<file path="src/rtl/fram_wb_arbiter.sv">
// Feature-SRAM port arbiter: merges decoder reads with a small writeback FIFO
// onto the router's read and write ports. Reads win by default. The FIFO head
// is drained whenever its bank is free, and is forced out when the FIFO fills
// or its head has waited too long. Reads that hit a queued address stall
// until that write has left the FIFO.
module fram_wb_arbiter #(
    parameter int unsigned ADDR_WIDTH = 14,
    parameter int unsigned DATA_WIDTH = 32,
    parameter int unsigned BANK_BITS  = 2,
    parameter int unsigned DEPTH      = 4,
    parameter int unsigned STARVE_MAX = 8
) (
    input  logic                    clk,
    input  logic                    rst,
    input  logic                    rd_req,
    input  logic [ADDR_WIDTH-1:0]   rd_addr,
    output logic                    rd_gnt,
    output logic                    rd_rvalid,
    output logic [DATA_WIDTH-1:0]   rd_rdata,
    input  logic                    wr_valid,
    input  logic [ADDR_WIDTH-1:0]   wr_addr,
    input  logic [DATA_WIDTH-1:0]   wr_data,
    output logic                    wr_ready,
    output logic                    rp_en,
    output logic [ADDR_WIDTH-1:0]   rp_addr,
    input  logic [DATA_WIDTH-1:0]   rp_rdata,
    output logic                    wp_en,
    output logic [ADDR_WIDTH-1:0]   wp_addr,
    output logic [DATA_WIDTH-1:0]   wp_wdata,
    output logic [$clog2(DEPTH):0]  fifo_level,
    output logic                    idle
);

    localparam int unsigned PTR_W = $clog2(DEPTH);
    localparam int unsigned LVL_W = PTR_W + 1;
    localparam int unsigned STV_W = $clog2(STARVE_MAX + 1);

    localparam logic [0:0] RD_PRI   = 1'b0;
    localparam logic [0:0] WR_DRAIN = 1'b1;

    // FIFO storage; a per-slot valid bit lets the hazard check ignore stale slots
    logic [ADDR_WIDTH-1:0] addr_mem [DEPTH];
    logic [DATA_WIDTH-1:0] data_mem [DEPTH];
    logic [DEPTH-1:0]      valid_q;

    logic [PTR_W-1:0] rd_ptr_q, rd_ptr_d;
    logic [PTR_W-1:0] wr_ptr_q, wr_ptr_d;
    logic [LVL_W-1:0] level_q, level_d;
    logic [STV_W-1:0] starve_q, starve_d;
    logic [0:0]       state_q, state_d;
    logic             rvalid_q;

    logic [ADDR_WIDTH-1:0] head_addr;
    logic [DATA_WIDTH-1:0] head_data;
    logic                  fifo_empty;
    logic                  fifo_full;
    logic                  starve_sat;
    logic                  hazard;
    logic                  rd_elig;
    logic                  banks_differ;
    logic                  rd_issue;
    logic                  wr_issue;
    logic                  push;
    logic                  pop;

    assign head_addr    = addr_mem[rd_ptr_q];
    assign head_data    = data_mem[rd_ptr_q];
    assign fifo_empty   = (level_q == '0);
    assign fifo_full    = (level_q == LVL_W'(DEPTH));
    assign starve_sat   = (starve_q == STV_W'(STARVE_MAX));
    assign banks_differ = (rd_addr[BANK_BITS-1:0] != head_addr[BANK_BITS-1:0]);
    assign rd_elig      = rd_req && !hazard;

    // RAW hazard: the read address matches any write still waiting in the FIFO
    always_comb begin
        hazard = 1'b0;
        for (int unsigned i = 0; i < DEPTH; i++) begin
            if (valid_q[i] && (addr_mem[i] == rd_addr)) begin
                hazard = 1'b1;
            end
        end
    end

    // Port issue decision; nothing is issued while reset is held
    always_comb begin
        rd_issue = 1'b0;
        wr_issue = 1'b0;
        if (!rst) begin
            if (state_q == RD_PRI) begin
                rd_issue = rd_elig;
                wr_issue = !fifo_empty && (!rd_elig || banks_differ);
            end else begin
                wr_issue = !fifo_empty;
                rd_issue = rd_elig && (fifo_empty || banks_differ);
            end
        end
    end

    assign push = wr_valid && wr_ready;
    assign pop  = wr_issue;

    // FIFO pointer, occupancy and starvation bookkeeping
    always_comb begin
        rd_ptr_d = pop  ? rd_ptr_q + PTR_W'(1) : rd_ptr_q;
        wr_ptr_d = push ? wr_ptr_q + PTR_W'(1) : wr_ptr_q;

        level_d = level_q;
        if (push && !pop) begin
            level_d = level_q + LVL_W'(1);
        end else if (pop && !push) begin
            level_d = level_q - LVL_W'(1);
        end

        starve_d = starve_q;
        if (wr_issue) begin
            starve_d = '0;
        end else if (!fifo_empty && !starve_sat) begin
            starve_d = starve_q + STV_W'(1);
        end
    end

    // Mode selection: fall into drain when full or starved, leave once empty
    always_comb begin
        state_d = state_q;
        case (state_q)
            RD_PRI: begin
                if (fifo_full || starve_sat) begin
                    state_d = WR_DRAIN;
                end
            end
            WR_DRAIN: begin
                if (pop && (level_d == '0)) begin
                    state_d = RD_PRI;
                end
            end
            default: state_d = RD_PRI;
        endcase
    end

    // Control state with synchronous reset; in-flight entries are dropped
    always_ff @(posedge clk) begin
        if (rst) begin
            rd_ptr_q <= '0;
            wr_ptr_q <= '0;
            level_q  <= '0;
            starve_q <= '0;
            state_q  <= RD_PRI;
            rvalid_q <= 1'b0;
            valid_q  <= '0;
        end else begin
            rd_ptr_q <= rd_ptr_d;
            wr_ptr_q <= wr_ptr_d;
            level_q  <= level_d;
            starve_q <= starve_d;
            state_q  <= state_d;
            rvalid_q <= rd_issue;
            // Push and pop never share a slot: a full FIFO refuses pushes
            if (pop) begin
                valid_q[rd_ptr_q] <= 1'b0;
            end
            if (push) begin
                valid_q[wr_ptr_q] <= 1'b1;
            end
        end
    end

    // FIFO payload storage, qualified by valid_q so it needs no reset
    always_ff @(posedge clk) begin
        if (push) begin
            addr_mem[wr_ptr_q] <= wr_addr;
            data_mem[wr_ptr_q] <= wr_data;
        end
    end

    assign rd_gnt     = rd_issue;
    assign rp_en      = rd_issue;
    assign rp_addr    = rd_addr;
    assign wp_en      = wr_issue;
    assign wp_addr    = head_addr;
    assign wp_wdata   = head_data;
    assign wr_ready   = !rst && !fifo_full;
    assign rd_rvalid  = rvalid_q;
    // Router read has one cycle of latency, so its data lines up with rvalid_q
    assign rd_rdata   = rp_rdata;
    assign fifo_level = level_q;
    assign idle       = rst || (fifo_empty && !rd_issue);

endmodule

</file>
<file path="config.mk">
export PLATFORM = sky130hd
export DESIGN_NAME = fram_wb_arbiter
export DESIGN_NICKNAME = d
export VERILOG_FILES = /design/src/rtl/fram_wb_arbiter.sv
export SDC_FILE = /design/constraint.sdc
export NUM_CORES = 1
export LEC_CHECK = 0
export CAP_MARGIN = 15
export CELL_PAD_IN_SITES_DETAIL_PLACEMENT = 0
export CELL_PAD_IN_SITES_GLOBAL_PLACEMENT = 2
export CORE_ASPECT_RATIO = 0.6
export CORE_MARGIN = 5
export CORE_UTILIZATION = 47
export CTS_BUF_LIST = sky130_fd_sc_hd__clkbuf_2
export DETAILED_ROUTE_END_ITERATION = 10
export DONT_BUFFER_PORTS = 1
export GPL_TIMING_DRIVEN = 0
export PLACE_DENSITY_LB_ADDON = 0.1
export SLEW_MARGIN = 5
export SYNTH_ARGS = -nofsm -noshare
export SYNTH_HDL_FRONTEND = slang
export SYNTH_SLANG_ARGS = --single-unit
</file>
<file path="constraint.sdc">
create_clock -name clk -period 3.6 [get_ports clk]
set_input_delay 0.72 -clock clk [delete_from_list [all_inputs] [get_ports clk]]
set_output_delay 0.72 -clock clk [all_outputs]
set_load 0.01 [all_outputs]
</file>
==> results.txt, run 1 <==
The flow ran to the end, and the final reports show no timing, DRC or antenna violations. The tools report the met3 layer usage reported by global route as 7.528%. The mean post-synth cell area works out to 17.33 um2.

On the worst path, the slowest cell contributes a delay of 0.58 ns. The worst path in the final design needs a cycle of 3.429 ns, including I/O delays and setup. Headroom to the max-slew limit came out at 50.06%. By area the synthesized netlist is led by sky130_fd_sc_hd__edfxtp_1 63%, sky130_fd_sc_hd__mux4_2 12%, sky130_fd_sc_hd__xnor2_1 6.1%, sky130_fd_sc_hd__dfxtp_1 4.4%, sky130_fd_sc_hd__buf_4 4.0%. The leading cell type by number of instances after synthesis was sky130_fd_sc_hd__edfxtp_1. The mapped netlist covers 0.008733 mm2. Of all cell types, the one taking the most synthesized area is sky130_fd_sc_hd__edfxtp_1. On the final layout, the worst clock skew is 0.03425 ns.

Registers take 0.005906 mm2. The tools report the count of standard-cell rows as 38. Dividing the detail-routed wire length by the instance count gives 21.42 um. The worst-case IR drop observed on VDD is 0.3042 mV. For the fill cell instance count of the final layout, the log shows 1482. The worst setup path is launched from a register.

Count of non-filler cells in the finished layout: 886. The post-detailed-placement half-perimeter wirelength came out at 12930 um. Via count of the first global-routing pass: 4735. Entering global routing, the biggest net connects 28 pins.

The proportion of total power due to net switching came out at 30.95%. The final total power is 5.773 mW, and the share of the clock period used by the worst path after layout is 95.26%. The length of the first detailed-routing pass in iterations came out at 4. Design internal power: 3.986 mW. The analysis attributes to net switching a power of 1.787 mW. Power spread over the standard cell area amounts to 569.5 mW/mm2. The biggest fanout along the worst timing path is 3, and the data required time of the worst path is 2.88 ns. The flop and latch count out of synthesis came out at 203. TritonCTS built the clock tree. In this run the worst hold path is classified as primary input to register.

The detailed-route wire length is 18980 um, and the count of final setup violators is 0. The synthesized design contains 184 enable-type register cells. The detailed-route DRC error count is 0, and the flop-to-flop setup slack is 0.46 ns. Across every metal layer, demand over resource in global routing totals 17.25%.

First-pass GRT wire length: 27640 um. The initial antenna violation count was 0; the area of the multi-input gates was 0.002357 mm2. Setup repair after global routing could not meet its margin everywhere. Critical path's slowest cell: sky130_fd_sc_hd__mux4_2. The clock network fraction of design power is 25.4%.

The cell count after placement is 748. The cell at the root of the clock tree is sky130_fd_sc_hd__clkbuf_2. Boundary pin count: 197. From left edge to right edge, the die measures 186.0 um. The tools report the arrival time reported for the critical path endpoint as 2.71 ns. The number of antenna diodes in the final layout is 0.

The critical path runs through a total of 8 cells. The vias after detailed routing is 4639. Counting cells, the worst reg-to-reg path comes to 10. The clock tree synthesis step divided the H-tree into 2 levels. The tools report the final-report max-slew violation count as 0.

The weighted congestion reported at the end of routability-driven placement was 0.7766; the net count after synthesis was 613. Using the TritonRoute via totals, the vias-per-cell ratio works out to 5.236. The die covers 0.02150 mm2.

Clock tree synthesis inserted a total of 48 buffers. Following the worst setup path forward leads to its endpoint at wp_en. Once placement finished, the instance area stood at 0.009114 mm2.

The worst hold margin was 0.09798 ns. The run gives 0 as the leftover overflow at the end of global routing. The cell family with the largest share of critical-path delay is multiplexers. After synthesis, the share of flip-flops with an asynchronous set or reset is 0%. In the global route stage, met1 resource usage came out at 24.00%.

The primary flip-flop cell chosen by synthesis mapping is sky130_fd_sc_hd__edfxtp_1. For the worst-skew pair, the clock arrives at the later sink with an insertion delay of 0.72 ns. The synthesized design devotes to its leading area cell type 63.27% of total area. The initial utilization of the core area, before any placement, comes to 48.08%.

The worst register-to-register path ends at valid_q[1]$_SDFF_PP0_. The top achievable clock speed is 0.2916 GHz. Yosys printed 0 warnings. In the synthesized netlist, the cells that appear most often are 184 x sky130_fd_sc_hd__edfxtp_1, 61 x sky130_fd_sc_hd__xnor2_1, 47 x sky130_fd_sc_hd__buf_4. The count of nets left with antenna violations once routing finished came out at 0.

Counting every sink on the clock net gives 203. The setup TNS was 0 ns. The clock passes through at most 3 buffers.

The proportion of layout cells with a drive suffix above 1 came out at 30.80%. The core outline area is 0.01816 mm2, and the number of maximum-capacitance constraint violations is 0. Traced cell by cell, the critical path runs through buf_6 -> mux4_2 -> xor2_2 -> nor2_2 -> and4bb_2 -> a21oi_4 -> buf_8 -> nor2b_4. Total count of hold-check failures in the final report: 0. For the pin with the worst max-slew slack, the measured transition is 0.7491 ns. Global routing used 25.43% of the available met2 tracks.

Port buffering added 0 buffers. The area growth from synthesis to layout was 16.07%; the floorplan die height was 115.6 um. The layer flagged by global routing as most heavily used is met2. The clock-pin transition on the worst setup and hold timing paths was 0.10 ns. The sequential share of power is 48.0%, and the final cell area excluding filler cells is 0.01014 mm2. The number of buffer and inverter stages on the critical path came out at 2.

The startpoint identified for the worst register-to-register timing path is fifo_level[0]$_SDFF_PP0_. Sequential elements use 67.62% of the synthesized area. The share of total power dissipated in combinational logic is 26.5%.

Post-synthesis cell count: 504. After the last flow step, the layout net total stands at 717. The number of different library cells used by synthesis comes to 41.

STA classifies the critical path endpoint as a primary output. For this block, the initial DRC count from the detailed router was 195. In this run the static leakage power is 3.400 nW. The kind of critical path was register to primary output.
power by group through the flow:
stage          clock network [mW]  logic [mW]  registers (mW)
2_1_floorplan                   0        1.08            2.81
6_report                     1.47        1.53            2.77
5_1_grt                      1.67        1.67            2.79
3_5_place_dp                    0        1.40            2.83
3_3_place_gp                    0        1.39            2.83
4_1_cts                      1.53        1.52            2.77
registers in the layout, indices dropped and copies added, names as in the netlist, named ones only:
name / count
rd_ptr_q: 2
data_mem: 128
rd_rvalid: 1
wr_ptr_q: 2
state_q: 1
addr_mem: 56
fifo_level: 3
valid_q: 4
starve_q: 4
placed cells by master (no fill, tap or decap), types with 2 or more instances in the layout:
cell type	count
sky130_fd_sc_hd__edfxtp_1	184
sky130_fd_sc_hd__clkbuf_2	71
sky130_fd_sc_hd__xnor2_1	60
sky130_fd_sc_hd__buf_4	53
sky130_fd_sc_hd__mux4_2	46
sky130_fd_sc_hd__dlygate4sd3_1	43
sky130_fd_sc_hd__clkbuf_1	22
sky130_fd_sc_hd__dfxtp_1	19
sky130_fd_sc_hd__clkinv_1	15
sky130_fd_sc_hd__ha_1	13
sky130_fd_sc_hd__nand4_1	12
sky130_fd_sc_hd__nor2_1	11
sky130_fd_sc_hd__inv_1	9
sky130_fd_sc_hd__a21oi_1	7
sky130_fd_sc_hd__nand3_1	7
sky130_fd_sc_hd__nand2_1	7
sky130_fd_sc_hd__a311oi_1	5
sky130_fd_sc_hd__buf_12	5
sky130_fd_sc_hd__inv_2	4
sky130_fd_sc_hd__nand2b_1	4
sky130_fd_sc_hd__mux2i_1	4
sky130_fd_sc_hd__nor4_1	3
sky130_fd_sc_hd__nor2b_1	3
sky130_fd_sc_hd__nor3_1	3
sky130_fd_sc_hd__clkdlybuf4s15_1	2
sky130_fd_sc_hd__xor2_1	2
sky130_fd_sc_hd__nand3b_1	2
sky130_fd_sc_hd__a21o_1	2
sky130_fd_sc_hd__clkinv_2	2
worst min path at each step:
stage | cells past startpoint | slack, ns | to | from
after global routing | 0 | -0.008 | data_mem[2][16]$_DFFE_PP_ | wr_data[16]
after detailed placement | 2 | 0.51 | starve_q[3]$_SDFFE_PP0P_ | starve_q[3]$_SDFFE_PP0P_
after CTS | 0 | 0.00005 | data_mem[3][6]$_DFFE_PP_ | wr_data[6]
after global placement | 2 | 0.50 | starve_q[3]$_SDFFE_PP0P_ | starve_q[3]$_SDFFE_PP0P_
after floorplan | 2 | 0.48 | starve_q[3]$_SDFFE_PP0P_ | starve_q[3]$_SDFFE_PP0P_
final | 0 | 0.1 | data_mem[2][25]$_DFFE_PP_ | wr_data[25]
cells by family (layout without fill, tap and decap cells):
logic type / after synthesis / after routing / share of synthesized area [%]
multiplexers: 50 / 50 / 12.32
adder cells (fa/ha/maj): 13 / 13 / 1.863
flip-flops: 203 / 203 / 67.62
AO/OA/AOI/OAI: 22 / 22 / 1.748
XOR/XNOR: 64 / 64 / 6.418
buffers and inverters: 89 / 231 / 5.960
AND/OR/NAND/NOR: 63 / 63 / 4.069
per-layer routing:
metal | share of wire (%) | vias up
met5 | 0 | -
met4 | 0.89 | 0
met3 | 11 | 21
met2 | 44 | 207
met1 | 44 | 2290
li1 | - | 2121
final cells by class:
class	count	share of cell area, %
Buffer	76	4.925
Clock buffer	69	3.407
Clock inverter	19	1.037
Inverter	13	0.4814
Multi-Input combinational cell	212	23.25
Sequential cell	203	58.26
Tap cell	240	2.962
Timing Repair Buffer	54	5.678
metrics by stage:
step,setup slack (ns),util (%)
2_1_floorplan,0.3395,-
3_3_place_gp,-0.7438,49.74
3_5_place_dp,-0.2182,50.18
4_1_cts,0.01708,54.28
5_1_grt,-0.01694,55.81
6_report,0.1705,55.81
what timing repair did:
item | CTS | global route
endpoints found under the hold margin | 59 | 79
cloned | 0 | 0
hold buffers | 20 | 23
pin swaps | 2 | 3
buffers inserted | 4 | 3
setup endpoints to repair | 2 | 92
gates resized for setup | 12 | 8
Power figures use the tool's default switching activity.
==> run 2: changes to the inputs <==
ABC_AREA = 1   (was not set)
CORE_UTILIZATION = 42   (was 47)
==> run 2 against run 1 <==
Via count rose by 44%. Largest cell class unchanged. Global-route usage up 2.8 points. Cell area increased by 4.2%. Cell count is 45% higher. Largest power group unchanged.
==> results.txt, run 2 <==
The cell area after technology mapping is 0.009175 mm2 (+5.1%). The tools report the beginning of the worst register-to-register path as fifo_level[0]$_SDFF_PP0_. Ranked by flip-flop count, first place goes to data_mem. The biggest fanout along the worst timing path was 10 (+7); the TritonCTS buffer count was 49 (+2.1%). The logs give 0.3171 mV (+4.2%) for the maximum ir drop on the vdd rail and 0.4995 ns (+0.7177 ns) for the worst setup slack before clock tree synthesis. TritonCTS built the clock tree. The total of buffers placed on input and output ports came out at 0 (unchanged).

Leading cell type by number of instances after synthesis: sky130_fd_sc_hd__edfxtp_1. Overall fraction of global-route tracks in use: 20.08% (+2.8 points). The clock-pin transition on the worst setup and hold timing paths came out at 0.11 ns (about the same). The detailed-route DRC error count is 0 (unchanged), and the power per unit of standard cell area is 555.0 mW/mm2 (-2.5%). The remaining antenna violation count was 0 (unchanged). The post-synthesis cell count is 868 (+72%).

Ranked by total cell area, the synthesized netlist is headed by sky130_fd_sc_hd__edfxtp_1 60%, sky130_fd_sc_hd__nand2_1 6.4%, sky130_fd_sc_hd__o21ai_0 5.8%, sky130_fd_sc_hd__nor2_1 5.1%, sky130_fd_sc_hd__dfxtp_1 4.1%. The net count after synthesis was 977 (+59%); the first-iteration detailed-routing DRC count was 535 (+170%). The tools report the static power due to leakage as 4.117 nW (+21%). The met2 usage in global routing was 28.35% (+2.9 points); the arrival time reported for the critical path endpoint was 2.67 ns (-0.04 ns). For the total count of hold-check failures in the final report, the log shows 0 (unchanged). The share of the synthesized area in the top cell type is 60.22% (-3.0 points).

For the diode insertion count for antenna repair, the log shows 0 (unchanged). Core outline area: 0.02124 mm2 (+17%). The library cell with the largest summed area after synthesis was sky130_fd_sc_hd__edfxtp_1. The tree is rooted in a sky130_fd_sc_hd__clkbuf_2. The sink count of the clock tree was 203 (unchanged); the length of the first detailed-routing pass in iterations was 5 (+1). The class of the tightest hold or removal check was primary input to register.

The logs give 55.27% (+5.2 points) for the worst max-slew margin expressed relative to the limit and 0.67 ns (+0.21 ns) for the flop-to-flop setup slack. The post-detailed-placement half-perimeter wirelength was 18220 um (+41%). The startpoint identified for the worst hold timing path is wr_valid. Vias after detailed routing: 6661 (+44%).

For the routing usage on met1, the log shows 29.61% (+5.6 points). The run finished with clean final reports. In the final layout, the registers with the most flip-flops are data_mem x128, addr_mem x56. The met3 layer usage reported by global route was 6.870% (-0.66 points). The logs give 0 (unchanged) for the count of final setup violators and 0 (unchanged) for the number of maximum-capacitance constraint violations.

The run gives 0.02500 mm2 (+16%) as the die footprint. The worst setup path is captured at a primary output. In the layout the commonest cells are 184 x sky130_fd_sc_hd__edfxtp_1, 156 x sky130_fd_sc_hd__nand2_1, 122 x sky130_fd_sc_hd__nor2_1.

The total of warnings raised by yosys was 0 (unchanged). The buffers inserted during post-CTS setup optimization came out at 0 (-4). The flop and latch count out of synthesis was 203 (unchanged).

Most heavily used metal layer in global routing: met1. The commonest cells after synthesis are 184 x sky130_fd_sc_hd__edfxtp_1, 157 x sky130_fd_sc_hd__nand2_1, 124 x sky130_fd_sc_hd__nor2_1. The number of H-tree levels is 2 (unchanged), and the detail-routed net length per standard cell is 20.16 um (-5.9%). The proportion of layout cells with a drive suffix above 1 is 16.65% (-14 points). The library cell used most frequently in the layout, excluding fill and tap cells, is sky130_fd_sc_hd__edfxtp_1. The number of distinct standard cells referenced by the synthesized netlist is 32 (-22%).

The setup slack after layout is 0.2092 ns (+0.03868 ns), and the number of flops mapped to enable cells by yosys is 184 (unchanged). For the first-pass GRT wire length, the log shows 38720 um (+40%). The detailed-route wire length came out at 25960 um (+37%). Setup repair after global routing left no endpoint under its margin. The later-pin clock latency in the skew report is 0.84 ns (+0.12 ns), and the mean number of vias per cell is 5.172 (-1.2%). The floorplan die height works out to 124.5 um (+7.7%). Launching element type of the critical path: a register. The boundary pin count was 197 (unchanged); the slew at the pin closest to its max-slew limit was 0.6710 ns (-0.07810 ns).

The weighted congestion reported at the end of routability-driven placement is 0.8641 (+11%), and the final-stage net count is 1078 (+50%). The worst hold margin was 0.2332 ns (+0.1352 ns); the final critical-path required period was 3.391 ns (-0.03868 ns). The data required time of the worst path is 2.88 ns (about the same), and the clock skew is 0.04815 ns (+0.01390 ns). The flip-flop count of the largest register after layout is 128 (unchanged), and the fill cell instance count of the final layout is 1944 (+31%). The width of the chip was 200.8 um (+8.0%); the fraction of registers with async set or reset after synthesis was 0% (unchanged). The logs give 0.2949 GHz (+1.1%) for the top achievable clock speed and 3 (unchanged) for the maximum buffer depth of the clock tree. The leftover overflow at the end of global routing was 0 (unchanged); the count of standard-cell rows was 41 (+7.9%). By startpoint and endpoint, the worst setup path is classified as register to primary output.

The starting density of the core was 43.20% (-4.9 points); the area growth from synthesis to layout was 15.15%. For the initial antenna violation count, the log shows 0 (unchanged). The tools report the sequential area share after synthesis as 64.37% (-3.3 points). The share of the clock period used by the worst path after layout works out to 94.19% (-1.1 points). The mean post-synth cell area was 10.57 um2 (-39%); the final-report max-slew violation count was 0 (unchanged). The via count of the first global-routing pass was 6656 (+41%); the maximum number of pins on one net before global-route repair was 32 (+14%). In the synthesized netlist the dominant register cell turns out to be sky130_fd_sc_hd__edfxtp_1.
==> run 2: where the power goes <==
| group | internal (mW) | switching (mW) |
|---|---|---|
| Clock | 0.610 | 0.936 |
| Combinational | 0.442 | 1.11 |
| Sequential | 2.70 | 0.0703 |
==> run 2: cell families (layout without fill, tap and decap cells) <==
logic type	after synthesis	count (layout)	share of synthesized area, %
AOI/OAI and AO/OA	169	169	9.819
xor gates and xnor gates	16	16	1.609
adders and majority gates	13	13	1.773
buffers and inverters	151	292	8.319
DFF	203	203	64.37
and+or+nand+nor	316	316	14.11
==> run 2: worst paths after layout <==
kind                                to  cells past startpoint
min           wr_ptr_q[0]$_SDFFE_PP0P_                      2
max                        wp_wdata[3]                      6
max reg2reg  data_mem[1][16]$_DFFE_PP_                      8
min reg2reg      valid_q[1]$_SDFF_PP0_                      2
==> run 2: critical path, cell delays in order (launching register included) <==
cell and delay, ns:
sky130_fd_sc_hd__dfxtp_1 0.31, sky130_fd_sc_hd__buf_2 0.20, sky130_fd_sc_hd__inv_1 0.16, sky130_fd_sc_hd__clkbuf_2 0.33
sky130_fd_sc_hd__clkbuf_2 0.30, sky130_fd_sc_hd__o21ai_0 0.14, sky130_fd_sc_hd__o22ai_1 0.38
==> run 2: through the flow <==
step                cells  util (%)  power (mW)  area [um2]  setup TNS, ns
floorplan             868         -       3.831        9175              0
finish               1288     49.75       5.864       10570              0
detailed placement   1151     45.22       4.298        9604              0
global route         1288     49.75       6.212       10570              0
global placement     1147     44.85       4.263        9524         -60.25
CTS                  1288     49.63       5.922       10540              0
==> run 2: per-layer routing <==
layer	share of wire, %	routed length (um)
met1	48	12340
met2	41	10590
met3	10	2667
met4	1.4	367
met5	0	0
==> run 2: what timing repair did <==
action / 4_1_cts / 5_1_grt
hold buffers: 46 / 0
endpoints found under the setup margin: 41 / 6
hold endpoints to repair: 184 / 0
resized for setup: 7 / 8
==> run 2: final cells by class <==
| type | count | area, um2 | share of cell area, % |
|---|---|---|---|
| inverter | 70 | 265.3 | 2.511 |
| sequential | 203 | 5906 | 55.90 |
| clock inverter | 20 | 110.1 | 1.042 |
| buffer | 81 | 506.7 | 4.796 |
| tap | 279 | 349.1 | 3.304 |
| timing repair buffer | 50 | 540.5 | 5.116 |
| clock buffer | 71 | 355.3 | 3.363 |
| multi-input combinational | 514 | 2532 | 23.97 |
